===== src/rtl/yapp_router_pkg.sv =====
// Shared types and constants for the N-channel YAPP router: input FSM states,
// HBUS register map and register reset values.
package yapp_router_pkg;

    typedef enum logic [1:0] {
        StIdle,
        StPayload,
        StParity,
        StDrop
    } yapp_state_e;

    localparam logic [7:0] REG_MAXPKT = 8'h00;
    localparam logic [7:0] REG_EN     = 8'h01;
    localparam logic [7:0] REG_DROP   = 8'h02;

    localparam int unsigned MAXPKT_RST = 63;

endpackage


===== src/rtl/yapp_router_nch_if.sv =====
// YAPP input stream, channel outputs and HBUS grouped into one bundle.
// The router takes the slave side; the environment drives the master side.
interface yapp_router_nch_if #(
    parameter int unsigned DATA_WIDTH = 8,
    parameter int unsigned NUM_CH     = 3
);
    logic [DATA_WIDTH-1:0]        in_data;
    logic                         in_data_vld;
    logic                         in_suspend;
    logic [NUM_CH*DATA_WIDTH-1:0] ch_data;
    logic [NUM_CH-1:0]            ch_data_vld;
    logic [NUM_CH-1:0]            ch_suspend;
    logic [7:0]                   haddr;
    logic [7:0]                   hdata_w;
    logic [7:0]                   hdata_r;
    logic                         hen;
    logic                         hwr_rd;
    logic                         error;

    modport slave (
        input  in_data, in_data_vld, ch_suspend, haddr, hdata_w, hen, hwr_rd,
        output in_suspend, ch_data, ch_data_vld, hdata_r, error
    );

    modport master (
        output in_data, in_data_vld, ch_suspend, haddr, hdata_w, hen, hwr_rd,
        input  in_suspend, ch_data, ch_data_vld, hdata_r, error
    );
endinterface


===== src/rtl/yapp_sync_fifo.sv =====
// Show-ahead synchronous FIFO with full/empty/almost-full (one free slot) flags.
// Pushes while full and pops while empty are ignored; o_data reads 0 when empty.
module yapp_sync_fifo #(
    parameter int unsigned WIDTH = 8,
    parameter int unsigned DEPTH = 16
) (
    input  logic             clk,
    input  logic             rst_n,
    input  logic             i_push,
    input  logic [WIDTH-1:0] i_data,
    input  logic             i_pop,
    output logic [WIDTH-1:0] o_data,
    output logic             o_full,
    output logic             o_empty,
    output logic             o_almost_full
);
    localparam int unsigned AW = $clog2(DEPTH);
    localparam logic [AW:0] FULL_CNT  = (AW+1)'(DEPTH);
    localparam logic [AW:0] AFULL_CNT = (AW+1)'(DEPTH - 1);

    logic [WIDTH-1:0] r_mem [DEPTH];
    logic [AW:0]      r_wr_ptr;
    logic [AW:0]      r_rd_ptr;
    logic [AW:0]      w_count;
    logic             w_do_push;
    logic             w_do_pop;

    assign w_count       = r_wr_ptr - r_rd_ptr;
    assign o_full        = (w_count == FULL_CNT);
    assign o_empty       = (w_count == '0);
    assign o_almost_full = (w_count >= AFULL_CNT);
    assign w_do_push     = i_push && !o_full;
    assign w_do_pop      = i_pop && !o_empty;
    assign o_data        = o_empty ? '0 : r_mem[r_rd_ptr[AW-1:0]];

    always_ff @(posedge clk or negedge rst_n) begin
        if (!rst_n) begin
            r_wr_ptr <= '0;
            r_rd_ptr <= '0;
        end else begin
            if (w_do_push) r_wr_ptr <= r_wr_ptr + 1'b1;
            if (w_do_pop)  r_rd_ptr <= r_rd_ptr + 1'b1;
        end
    end

    always_ff @(posedge clk) begin
        if (w_do_push) r_mem[r_wr_ptr[AW-1:0]] <= i_data;
    end

endmodule


===== src/rtl/yapp_router_nch.sv =====
// YAPP packet router: one byte-serial input, NUM_CH FIFO-backed output channels, HBUS config.
// Define YAPP_ROUTER_PARITY_CHK_EN to build the parity checker that drives error.
module yapp_router_nch
    import yapp_router_pkg::*;
#(
    parameter int unsigned DATA_WIDTH = 8,
    parameter int unsigned NUM_CH     = 3,
    parameter int unsigned ADDR_BITS  = 2,
    parameter int unsigned FIFO_DEPTH = 16
) (
    input logic              clk,
    input logic              rst_n,
    yapp_router_nch_if.slave bus
);
    localparam int unsigned LEN_W = DATA_WIDTH - ADDR_BITS;

    yapp_state_e          r_state, w_state_nxt;
    logic [LEN_W-1:0]     r_len_cnt, w_len_cnt_nxt;
    logic [ADDR_BITS-1:0] r_addr, w_addr_nxt;
    logic [LEN_W-1:0]     r_max_pkt;
    logic                 r_router_en;
    logic [7:0]           r_drop_cnt;
    logic [7:0]           r_hdata_r;

    logic [ADDR_BITS-1:0]  w_hdr_addr;
    logic [LEN_W-1:0]      w_hdr_len;
    logic                  w_accept, w_route, w_drop_evt, w_in_suspend;
    logic                  w_push_en, w_full_cur, w_hwr, w_hrd;
    logic [ADDR_BITS-1:0]  w_push_addr;
    logic [NUM_CH-1:0]     w_push, w_pop, w_full, w_empty, w_afull;
    logic [DATA_WIDTH-1:0] w_fifo_data [NUM_CH];
    logic [NUM_CH*DATA_WIDTH-1:0] w_ch_data;

    assign w_hdr_addr = bus.in_data[ADDR_BITS-1:0];
    assign w_hdr_len  = bus.in_data[DATA_WIDTH-1:ADDR_BITS];
    assign w_accept   = bus.in_data_vld && !w_in_suspend;
    assign w_route    = (32'(w_hdr_addr) < NUM_CH) && (w_hdr_len != '0) &&
                        (w_hdr_len <= r_max_pkt) && r_router_en;
    assign w_hwr      = bus.hen && bus.hwr_rd;
    assign w_hrd      = bus.hen && !bus.hwr_rd;

    always_comb begin
        w_state_nxt   = r_state;
        w_len_cnt_nxt = r_len_cnt;
        w_addr_nxt    = r_addr;
        w_push_en     = 1'b0;
        w_push_addr   = r_addr;
        w_drop_evt    = 1'b0;
        unique case (r_state)
            StIdle: begin
                if (w_accept) begin
                    w_len_cnt_nxt = w_hdr_len;
                    if (w_route) begin
                        w_addr_nxt  = w_hdr_addr;
                        w_push_en   = 1'b1;
                        w_push_addr = w_hdr_addr;
                        w_state_nxt = StPayload;
                    end else begin
                        w_drop_evt  = 1'b1;
                        w_state_nxt = StDrop;
                    end
                end
            end
            StPayload: begin
                if (w_accept) begin
                    w_push_en     = 1'b1;
                    w_len_cnt_nxt = r_len_cnt - 1'b1;
                    if (r_len_cnt == LEN_W'(1)) w_state_nxt = StParity;
                end
            end
            StParity: begin
                if (w_accept) begin
                    w_push_en   = 1'b1;
                    w_state_nxt = StIdle;
                end
            end
            StDrop: begin
                // Length was loaded from the header, so this eats length+1 bytes.
                if (w_accept) begin
                    w_len_cnt_nxt = r_len_cnt - 1'b1;
                    if (r_len_cnt == '0) w_state_nxt = StIdle;
                end
            end
            default: w_state_nxt = StIdle;
        endcase
    end

    always_comb begin
        w_push     = '0;
        w_full_cur = 1'b0;
        for (int i = 0; i < NUM_CH; i++) begin
            w_push[i] = w_push_en && (32'(w_push_addr) == i);
            if (32'(r_addr) == i) w_full_cur = w_full[i];
        end
    end

    // Header guard keeps two slots free everywhere so a routed header never stalls.
    always_comb begin
        w_in_suspend = 1'b0;
        if (!rst_n) begin
            w_in_suspend = 1'b1;
        end else begin
            unique case (r_state)
                StPayload, StParity: w_in_suspend = w_full_cur;
                StIdle:              w_in_suspend = |w_afull;
                default:             w_in_suspend = 1'b0;
            endcase
        end
    end

    always_ff @(posedge clk or negedge rst_n) begin
        if (!rst_n) begin
            r_state   <= StIdle;
            r_len_cnt <= '0;
            r_addr    <= '0;
        end else begin
            r_state   <= w_state_nxt;
            r_len_cnt <= w_len_cnt_nxt;
            r_addr    <= w_addr_nxt;
        end
    end

    always_ff @(posedge clk or negedge rst_n) begin
        if (!rst_n) begin
            r_max_pkt   <= LEN_W'(MAXPKT_RST);
            r_router_en <= 1'b1;
            r_drop_cnt  <= '0;
            r_hdata_r   <= '0;
        end else begin
            if (w_hwr && bus.haddr == REG_MAXPKT) r_max_pkt <= bus.hdata_w[LEN_W-1:0];
            if (w_hwr && bus.haddr == REG_EN)     r_router_en <= bus.hdata_w[0];
            if (w_hwr && bus.haddr == REG_DROP) begin
                r_drop_cnt <= '0;
            end else if (w_drop_evt && r_drop_cnt != 8'hFF) begin
                r_drop_cnt <= r_drop_cnt + 1'b1;
            end
            if (w_hrd) begin
                case (bus.haddr)
                    REG_MAXPKT: r_hdata_r <= 8'(r_max_pkt);
                    REG_EN:     r_hdata_r <= {7'd0, r_router_en};
                    REG_DROP:   r_hdata_r <= r_drop_cnt;
                    default:    r_hdata_r <= '0;
                endcase
            end
        end
    end

    for (genvar g = 0; g < NUM_CH; g++) begin : g_fifo
        yapp_sync_fifo #(
            .WIDTH (DATA_WIDTH),
            .DEPTH (FIFO_DEPTH)
        ) u_fifo (
            .clk           (clk),
            .rst_n         (rst_n),
            .i_push        (w_push[g]),
            .i_data        (bus.in_data),
            .i_pop         (w_pop[g]),
            .o_data        (w_fifo_data[g]),
            .o_full        (w_full[g]),
            .o_empty       (w_empty[g]),
            .o_almost_full (w_afull[g])
        );
    end

    assign w_pop = ~w_empty & ~bus.ch_suspend;

    always_comb begin
        w_ch_data = '0;
        for (int i = 0; i < NUM_CH; i++) w_ch_data[i*DATA_WIDTH +: DATA_WIDTH] = w_fifo_data[i];
    end

    assign bus.ch_data     = w_ch_data;
    assign bus.ch_data_vld = ~w_empty;
    assign bus.in_suspend  = w_in_suspend;
    assign bus.hdata_r     = r_hdata_r;

`ifdef YAPP_ROUTER_PARITY_CHK_EN
    logic [DATA_WIDTH-1:0] r_parity;
    logic                  r_error;

    always_ff @(posedge clk or negedge rst_n) begin
        if (!rst_n) begin
            r_parity <= '0;
            r_error  <= 1'b0;
        end else begin
            r_error <= 1'b0;
            if (w_accept) begin
                if (r_state == StIdle && w_route) r_parity <= bus.in_data;
                if (r_state == StPayload)         r_parity <= r_parity ^ bus.in_data;
                if (r_state == StParity)          r_error  <= (bus.in_data != r_parity);
            end
        end
    end

    assign bus.error = r_error;
`else
    assign bus.error = 1'b0;
`endif

endmodule

===== src/flat_wrapper.sv =====
// flat-port wrapper written by rule: the top's interface ports become plain ports
module yapp_router_nch_flat import yapp_router_pkg::*;
#(
    parameter int unsigned DATA_WIDTH = 8,
    parameter int unsigned NUM_CH     = 3,
    parameter int unsigned ADDR_BITS  = 2,
    parameter int unsigned FIFO_DEPTH = 16
)
  (clk, rst_n, bus_in_data, bus_in_data_vld, bus_ch_suspend, bus_haddr, bus_hdata_w, bus_hen, bus_hwr_rd, bus_in_suspend, bus_ch_data, bus_ch_data_vld, bus_hdata_r, bus_error);
  yapp_router_nch_if #(.DATA_WIDTH(DATA_WIDTH), .NUM_CH(NUM_CH)) bus_i ();
  input logic clk;
  input logic rst_n;
  input wire logic [$bits(bus_i.in_data)-1:0] bus_in_data;
  input wire logic [$bits(bus_i.in_data_vld)-1:0] bus_in_data_vld;
  input wire logic [$bits(bus_i.ch_suspend)-1:0] bus_ch_suspend;
  input wire logic [$bits(bus_i.haddr)-1:0] bus_haddr;
  input wire logic [$bits(bus_i.hdata_w)-1:0] bus_hdata_w;
  input wire logic [$bits(bus_i.hen)-1:0] bus_hen;
  input wire logic [$bits(bus_i.hwr_rd)-1:0] bus_hwr_rd;
  output wire logic [$bits(bus_i.in_suspend)-1:0] bus_in_suspend;
  output wire logic [$bits(bus_i.ch_data)-1:0] bus_ch_data;
  output wire logic [$bits(bus_i.ch_data_vld)-1:0] bus_ch_data_vld;
  output wire logic [$bits(bus_i.hdata_r)-1:0] bus_hdata_r;
  output wire logic [$bits(bus_i.error)-1:0] bus_error;
  assign bus_i.in_data = bus_in_data;
  assign bus_i.in_data_vld = bus_in_data_vld;
  assign bus_i.ch_suspend = bus_ch_suspend;
  assign bus_i.haddr = bus_haddr;
  assign bus_i.hdata_w = bus_hdata_w;
  assign bus_i.hen = bus_hen;
  assign bus_i.hwr_rd = bus_hwr_rd;
  assign bus_in_suspend = bus_i.in_suspend;
  assign bus_ch_data = bus_i.ch_data;
  assign bus_ch_data_vld = bus_i.ch_data_vld;
  assign bus_hdata_r = bus_i.hdata_r;
  assign bus_error = bus_i.error;
  yapp_router_nch #(.DATA_WIDTH(DATA_WIDTH), .NUM_CH(NUM_CH), .ADDR_BITS(ADDR_BITS), .FIFO_DEPTH(FIFO_DEPTH)) u_core (.clk(clk), .rst_n(rst_n), .bus(bus_i));
endmodule

===== config.mk =====
export PLATFORM = sky130hd
export DESIGN_NAME = yapp_router_nch_flat
export DESIGN_NICKNAME = d
export VERILOG_FILES = /design/src/rtl/yapp_router_pkg.sv /design/src/rtl/yapp_router_nch_if.sv /design/src/rtl/yapp_sync_fifo.sv /design/src/rtl/yapp_router_nch.sv /design/src/flat_wrapper.sv
export SDC_FILE = /design/constraint.sdc
export NUM_CORES = 1
export LEC_CHECK = 0
export ABC_AREA = 1
export CAP_MARGIN = 20
export CORE_UTILIZATION = 55
export DETAILED_ROUTE_END_ITERATION = 10
export GPL_TIMING_DRIVEN = 0
export PLACE_DENSITY = 0.73
export SLEW_MARGIN = 20
export SYNTH_ARGS = -nofsm -noshare
export SYNTH_HDL_FRONTEND = slang
export SYNTH_SLANG_ARGS = --single-unit

===== constraint.sdc =====
create_clock -name clk -period 7.8 [get_ports clk]
set_clock_uncertainty 0.15 [all_clocks]
set_input_delay 1.17 -clock clk [delete_from_list [all_inputs] [get_ports clk]]
set_output_delay 1.17 -clock clk [all_outputs]
set_load 0.01 [all_outputs]

==> flow_summary.json, run 1 <==
{
  "antenna_found_initial": 0,
  "syn_inst": 1694,
  "clkTransAtPathRegs_ns": 0.06,
  "crit_arrival_ns": 5.01,
  "synth-warning-count": 0,
  "synth_edf_count": 384,
  "powerDensity_nw_per_um2": 361.8,
  "synth-simple-area-share_pct": 13.88,
  "start_util_pct": 55.82,
  "status": "completed",
  "relSlewSlack_pct": 37.01,
  "crit_fanout": 11,
  "layout_commonest_cell": "nand2_1",
  "slew_violations": 0,
  "die_area_um2": 36780,
  "power_switching_mw": 3.109,
  "worstMarginPinSlew_ns": 0.9210,
  "die_x_um": 191.8,
  "hold_buffers": 0,
  "crit_path_end": "bus_ch_data[20]",
  "r2r-end": "u_core.g_fifo[1].u_fifo.r_mem[6][4]",
  "r2r-start": "u_core.g_fifo[2].u_fifo.r_rd_ptr[1]",
  "die_h_um": 191.8,
  "io_buffers": 65,
  "ys_async_sr_fraction_pct": 14.09,
  "place_inst": 2229,
  "rsz0062_at_grt": "false",
  "synth_area_leaders": "edfxtp_1 (58%), nand2_1 (7.5%), dfrtp_1 (7.1%)",
  "vias_per_cell": 5.917,
  "synth_top_family_by_area": "simple AND/OR/NAND/NOR gates",
  "seq_area_frac_synth_pct": 66.22,
  "ioPinCount": 69,
  "synth-adder-area-share_pct": 2.893,
  "cts_buffer_depth": 3,
  "r2r_slack_ns": 2.76,
  "max_freq_mhz": 158.0,
  "wire_per_inst_um": 20.51,
  "setup_viol": 0,
  "setup_tns_ns": 0,
  "core.rowCount": 69,
  "yosysUniqueCellTypes": 48,
  "ys_ff_latch": 447,
  "hold_viol_final": 0,
  "synthXorXnorAreaFrac_pct": 1.364,
  "max-vdd-ir-drop_mv": 0.3220,
  "mostFrequentLayoutCells": "nand2_1 (394), edfxtp_1 (384), a21oi_1 (197), nor2_1 (105), inv_1 (88)",
  "cp.required_ns": 6.48,
  "gr-total-overflow": 0,
  "grt_first_pass_wirelength_um": 74130,
  "diodes": 0,
  "p_comb_share_pct": 39.9,
  "routed_wl_um": 47440,
  "clock-root-buffer": "clkbuf_16",
  "tritoncts_num_sinks": 447,
  "cts_resized": 0,
  "cp-end-kind": "output port",
  "core-area_um2": 35480,
  "crit_path_start": "u_core.g_fifo[2].u_fifo.r_rd_ptr[1]",
  "final_cell_count_no_fill": 2313,
  "synth_top_area_share_pct": 58.21,
  "drive_above_1_share_pct": 7.667,
  "detail_route.first_pass.iterations": 6,
  "reg2reg_depth": 21,
  "cap_violations": 0,
  "antenna_left": 0,
  "yosys.area.top_type": "edfxtp_1",
  "fin_crit_ns": 6.330,
  "synthFlopType": "edfxtp_1",
  "worstPathCellList": "clkbuf_1 -> inv_1 -> clkbuf_1 -> clkbuf_1 -> fa_1 -> nand3_1 -> nand2_1 -> nand2_1 -> nand2_1 -> inv_1 -> nand3_1 -> inv_1 -> a2111oi_0 -> clkdlybuf4s50_1",
  "nFillCells": 2676,
  "synth_fp_nets": 1770,
  "cts_tree": "done",
  "synth.avg_cell_area_um2": 11.69,
  "critical_path_class": "flip-flop to output port",
  "drc": 0,
  "clk_latency_ns": 0.56,
  "leakagePower_nw": 8.362,
  "hold_class": "flip-flop to flip-flop",
  "cts_buffers": 45,
  "post_cts_buffers": 0,
  "grt.total_usage_pct": 26.52,
  "regArea_um2": 13120,
  "grt_pass1_vias": 13370,
  "nets": 1891,
  "p_int_mw": 5.083,
  "switching_share_pct": 37.95,
  "vias": 13690,
  "p_seq_share_pct": 34.3,
  "synthMuxAreaShare_pct": 0.05685,
  "slowest_stage": "a2111oi_0",
  "max_stage_delay_ns": 0.81,
  "start_kind": "flip-flop",
  "place_congestion": 0.8775,
  "cts_max_level": 2,
  "fin_crit_sh_pct": 81.15,
  "area_growth_pct": 14.31,
  "p_clk_share_pct": 25.8,
  "synth_compound_area_share_pct": 11.70,
  "syn_area_um2": 19810,
  "dp_hpwl_um": 31940,
  "multiInputGateArea_um2": 5926,
  "drt_iter0_drc": 1373,
  "grt_max_degree": 39
}
-- logic make-up after synthesis --
| family | after synthesis |
|---|---|
| mux | 1 |
| other cells | 1 |
| flops | 447 |
| fa+ha+maj | 44 |
| xor+xnor | 30 |
| simple gates | 609 |
| compound gates | 379 |
| buf+inv | 183 |
-- area by class of cell --
type                            instances  area share (%)
Sequential cell                       447           57.93
Multi-Input combinational cell       1064           26.17
Clock buffer                           64           5.697
Timing Repair Buffer                   74           3.581
Tap cell                              461           2.547
Buffer                                 89           1.824
Inverter                               94           1.558
Clock inverter                         20          0.6962
-- flip-flops by register name, summed over array words and instances, names as in the netlist --
name and cells:
u_core.r_len_cnt 6, u_core.r_max_pkt 6, u_core.bus.hdata_r 8, u_core.r_addr 2, u_core.g_fifo.u_fifo.r_rd_ptr 15, u_core.r_state 2, u_core.g_fifo.u_fifo.r_mem 384, u_core.g_fifo.u_fifo.r_wr_ptr 15
u_core.r_drop_cnt 8, u_core.r_router_en 1
-- worst max-delay path: cells and delay by family, from the launching register on --
family	cells	cell delay, ns
compound gates	1	0.81
flops	1	0.38
buf+inv	7	2.44
fa+ha+maj	1	0.33
simple gates	5	0.49
-- cells in the mapped netlist, drive strengths merged (6+ instances only) --
master and n:
o21ai 56, nand3 47, nor3 8, a22oi 54
nor2 108, dfstp 7, clkbuf 69, nand4 37
inv 92, xor2 25, a221oi 8, buf 20
nor4 6, a211oi 11, nand2 398, o22ai 6
a32o 28, edfxtp 384, a21oi 198, a2111oi 7
ha 41, dfrtp 56, a311oi 6
-- per-stage QoR --
stage | hold slack (ns) | cell area [µm²] | power, mW | util [%] | worst slack, ns
after global placement | 0.3212 | 21040 | 5.987 | 59.28 | 1.112
final | 0.3424 | 22640 | 8.192 | 63.81 | 1.470
after detailed placement | 0.3289 | 21200 | 6.069 | 59.73 | 2.082
after CTS | 0.3437 | 22640 | 8.175 | 63.81 | 1.434
after floorplan | 0.3135 | 19810 | 4.895 | - | 3.687
after global routing | 0.3596 | 22640 | 8.614 | 63.81 | 1.246
-- routing by layer --
layer / GRT usage [%] / part of all wire [%] / vias up
li1: - / - / 6338
met1: 36.88 / 42 / 6698
met2: 44.08 / 49 / 574
met3: 3.545 / 7.1 / 77
met4: 6.990 / 1.9 / 0
met5: 0 / 0 / -
-- how the worst min path moves through the flow --
stage                                         from                             endpoint  cells after the start
2_1_floorplan  u_core.g_fifo[0].u_fifo.r_rd_ptr[4]  u_core.g_fifo[0].u_fifo.r_rd_ptr[4]                      1
3_3_place_gp                 u_core.bus.hdata_r[7]                u_core.bus.hdata_r[7]                      2
3_5_place_dp                 u_core.bus.hdata_r[2]                u_core.bus.hdata_r[2]                      2
4_1_cts                      u_core.bus.hdata_r[1]                u_core.bus.hdata_r[1]                      2
5_1_grt                      u_core.bus.hdata_r[6]                u_core.bus.hdata_r[6]                      2
6_report                     u_core.bus.hdata_r[1]                u_core.bus.hdata_r[1]                      2
-- power by group through the flow --
stage | registers (mW) | clock network (mW) | logic (mW)
floorplan | 2.83 | 0 | 2.06
global placement | 2.86 | 0 | 3.13
detailed placement | 2.86 | 0 | 3.21
CTS | 2.81 | 2.13 | 3.24
global route | 2.83 | 2.21 | 3.57
finish | 2.81 | 2.11 | 3.27
Note: power is estimated with default switching activity, not from simulation.
==> inputs of run 2 (changes only) <==
- PLACE_DENSITY: 0.73 -> 0.76
- clock period: 7.8 -> 5.3 ns (I/O delays scaled with it)
==> flow_summary.json, run 2 (synthesized netlist as in run 1, its figures left out) <==
{
  "grt_first_pass_wirelength_um": 74480,
  "dp_hpwl_um": 32050,
  "mostFrequentLayoutCells": "nand2_1 (394), edfxtp_1 (384), a21oi_1 (197), nor2_1 (105), inv_1 (87)",
  "ioPinCount": 69,
  "crit_fanout": 11,
  "slew_violations": 0,
  "cp-end-kind": "output port",
  "cp_top_family": "buffers and inverters",
  "critical_path_class": "flip-flop to output port",
  "clock-root-buffer": "clkbuf_16",
  "clk_latency_ns": 0.55,
  "crit_arrival_ns": 4.35,
  "io_buffers": 65,
  "start_util_pct": 55.82,
  "start_kind": "flip-flop",
  "drc": 0,
  "whs_ns": 0.3300,
  "diodes": 0,
  "fin_crit_sh_pct": 99.99,
  "min-delay-start": "u_core.bus.hdata_r[7]",
  "powerDensity_nw_per_um2": 530.0,
  "setup_viol": 0,
  "hold_viol_final": 0,
  "nFillCells": 2607,
  "worstPathCellList": "clkbuf_2 -> clkinvlp_4 -> clkbuf_2 -> fa_1 -> nand3_1 -> nand3_1 -> nand2_1 -> inv_1 -> nand3_1 -> inv_1 -> a2111oi_0 -> clkdlybuf4s50_1",
  "r2r-start": "u_core.g_fifo[1].u_fifo.r_rd_ptr[1]",
  "cts_max_level": 2,
  "leakagePower_nw": 8.359,
  "nets": 1893,
  "status": "completed",
  "setup_tns_ns": 0,
  "core-area_um2": 35480,
  "fin_crit_ns": 5.299,
  "place_congestion": 0.8730,
  "cts_buffer_depth": 3,
  "max-vdd-ir-drop_mv": 0.3647,
  "drive_above_1_share_pct": 7.879,
  "hold_class": "flip-flop to flip-flop",
  "routed_wl_um": 47790,
  "vias": 13930,
  "crit_path_start": "u_core.g_fifo[2].u_fifo.r_rd_ptr[1]",
  "die_x_um": 191.8,
  "power_mw": 12.00,
  "wire_per_inst_um": 20.65,
  "max_freq_mhz": 188.7,
  "max_stage_delay_ns": 0.66,
  "vias_per_cell": 6.018,
  "antenna_left": 0,
  "antenna_found_initial": 0,
  "layout_commonest_cell": "nand2_1",
  "cts_tree": "done",
  "core.rowCount": 69,
  "detail_route.first_pass.iterations": 6,
  "grt.total_usage_pct": 26.59,
  "die_h_um": 191.8,
  "critPathBufInv": 6,
  "relSlewSlack_pct": 36.27,
  "clkTransAtPathRegs_ns": 0.06,
  "largest_reg_flops": 384,
  "r2r_slack_ns": 0.58,
  "grt_max_degree": 49,
  "grt_pass1_vias": 13520,
  "gr-total-overflow": 0,
  "cp_common_cell": "nand3_1",
  "area_growth_pct": 14.30,
  "cp.required_ns": 4.36,
  "cap_violations": 0,
  "slowest_stage": "clkdlybuf4s50_1",
  "worstMarginPinSlew_ns": 0.9524,
  "rsz0062_at_grt": "true",
  "cts_buffers": 45,
  "tritoncts_num_sinks": 447,
  "drt_iter0_drc": 1483,
  "die_area_um2": 36780
}
## run 2: cell types whose count changed in the layout (fill, tap and decap cells not counted), sizes merged
cell,before,now
clkbuf,133,138
clkinv,17,14
bufinv,2,0
dlygate4sd3,0,1
buf,38,40
clkinvlp,2,1
inv,93,92
## run 2: final timing paths
check                                                      end  cells past startpoint
setup / recovery                               bus_ch_data[17]                     12
max in group asynchronous  u_core.g_fifo[0].u_fifo.r_rd_ptr[4]                      3
hold reg to reg                          u_core.bus.hdata_r[7]                      2
min in group asynchronous                 u_core.r_drop_cnt[0]                      2
hold / removal                           u_core.bus.hdata_r[7]                      2
setup reg to reg           u_core.g_fifo[1].u_fifo.r_mem[4][6]                     18
## run 2: power breakdown
group,switching (mW),internal [mW],total [mW]
clock network,1.28,1.71,2.99
registers,0.154,3.99,4.14
logic,3.13,1.73,4.87
total,4.57,7.43,12.0
## run 2: metrics by stage
stage	instances	worst slack (ns)	util, %	instance area (µm²)
6_report	2314	0.0006501	63.81	22640
5_1_grt	2314	-0.1461	63.81	22640
4_1_cts	2312	0.007653	63.72	22610
3_5_place_dp	2229	0.02263	59.73	21200
3_3_place_gp	2220	-1.107	59.28	21040
2_1_floorplan	1694	1.485	-	19810
## run 2: what timing repair did
| item | 4_1_cts | 5_1_grt |
|---|---|---|
| gates resized for setup | 10 | 6 |
| gates cloned | 0 | 0 |
| buffers inserted | 0 | 2 |
| setup endpoints to repair | 9 | 5 |
| hold endpoints to repair | 10 | 0 |
| hold buffers | 1 | 0 |
## run 2: final cells by class
type	count	area [µm²]	area share, %
inverters	94	356.6	1.575
repair buffers	77	835.8	3.692
well taps	461	576.8	2.548
clock buffers	70	1321	5.836
plain buffers	88	414.1	1.829
multi-input cells	1064	5952	26.29
flip-flops and latches	447	13120	57.93
clock inverters	13	67.56	0.2984
## run 2: per-layer routing
| layer | share of wire [%] | global-route usage (%) | up-vias |
|---|---|---|---|
| li1 | - | - | 6330 |
| met1 | 41 | 36.18 | 6802 |
| met2 | 49 | 44.11 | 702 |
| met3 | 7.9 | 4.001 | 92 |
| met4 | 2.5 | 8.455 | 0 |
| met5 | 0 | 0 | - |
## run 2: worst min-delay path: cells and delay by family, from the launching register on
kind / cells / cell delay (ns)
flip-flops: 1 / 0.34
AND/OR/NAND/NOR: 1 / 0.05
AO/OA/AOI/OAI: 1 / 0.05
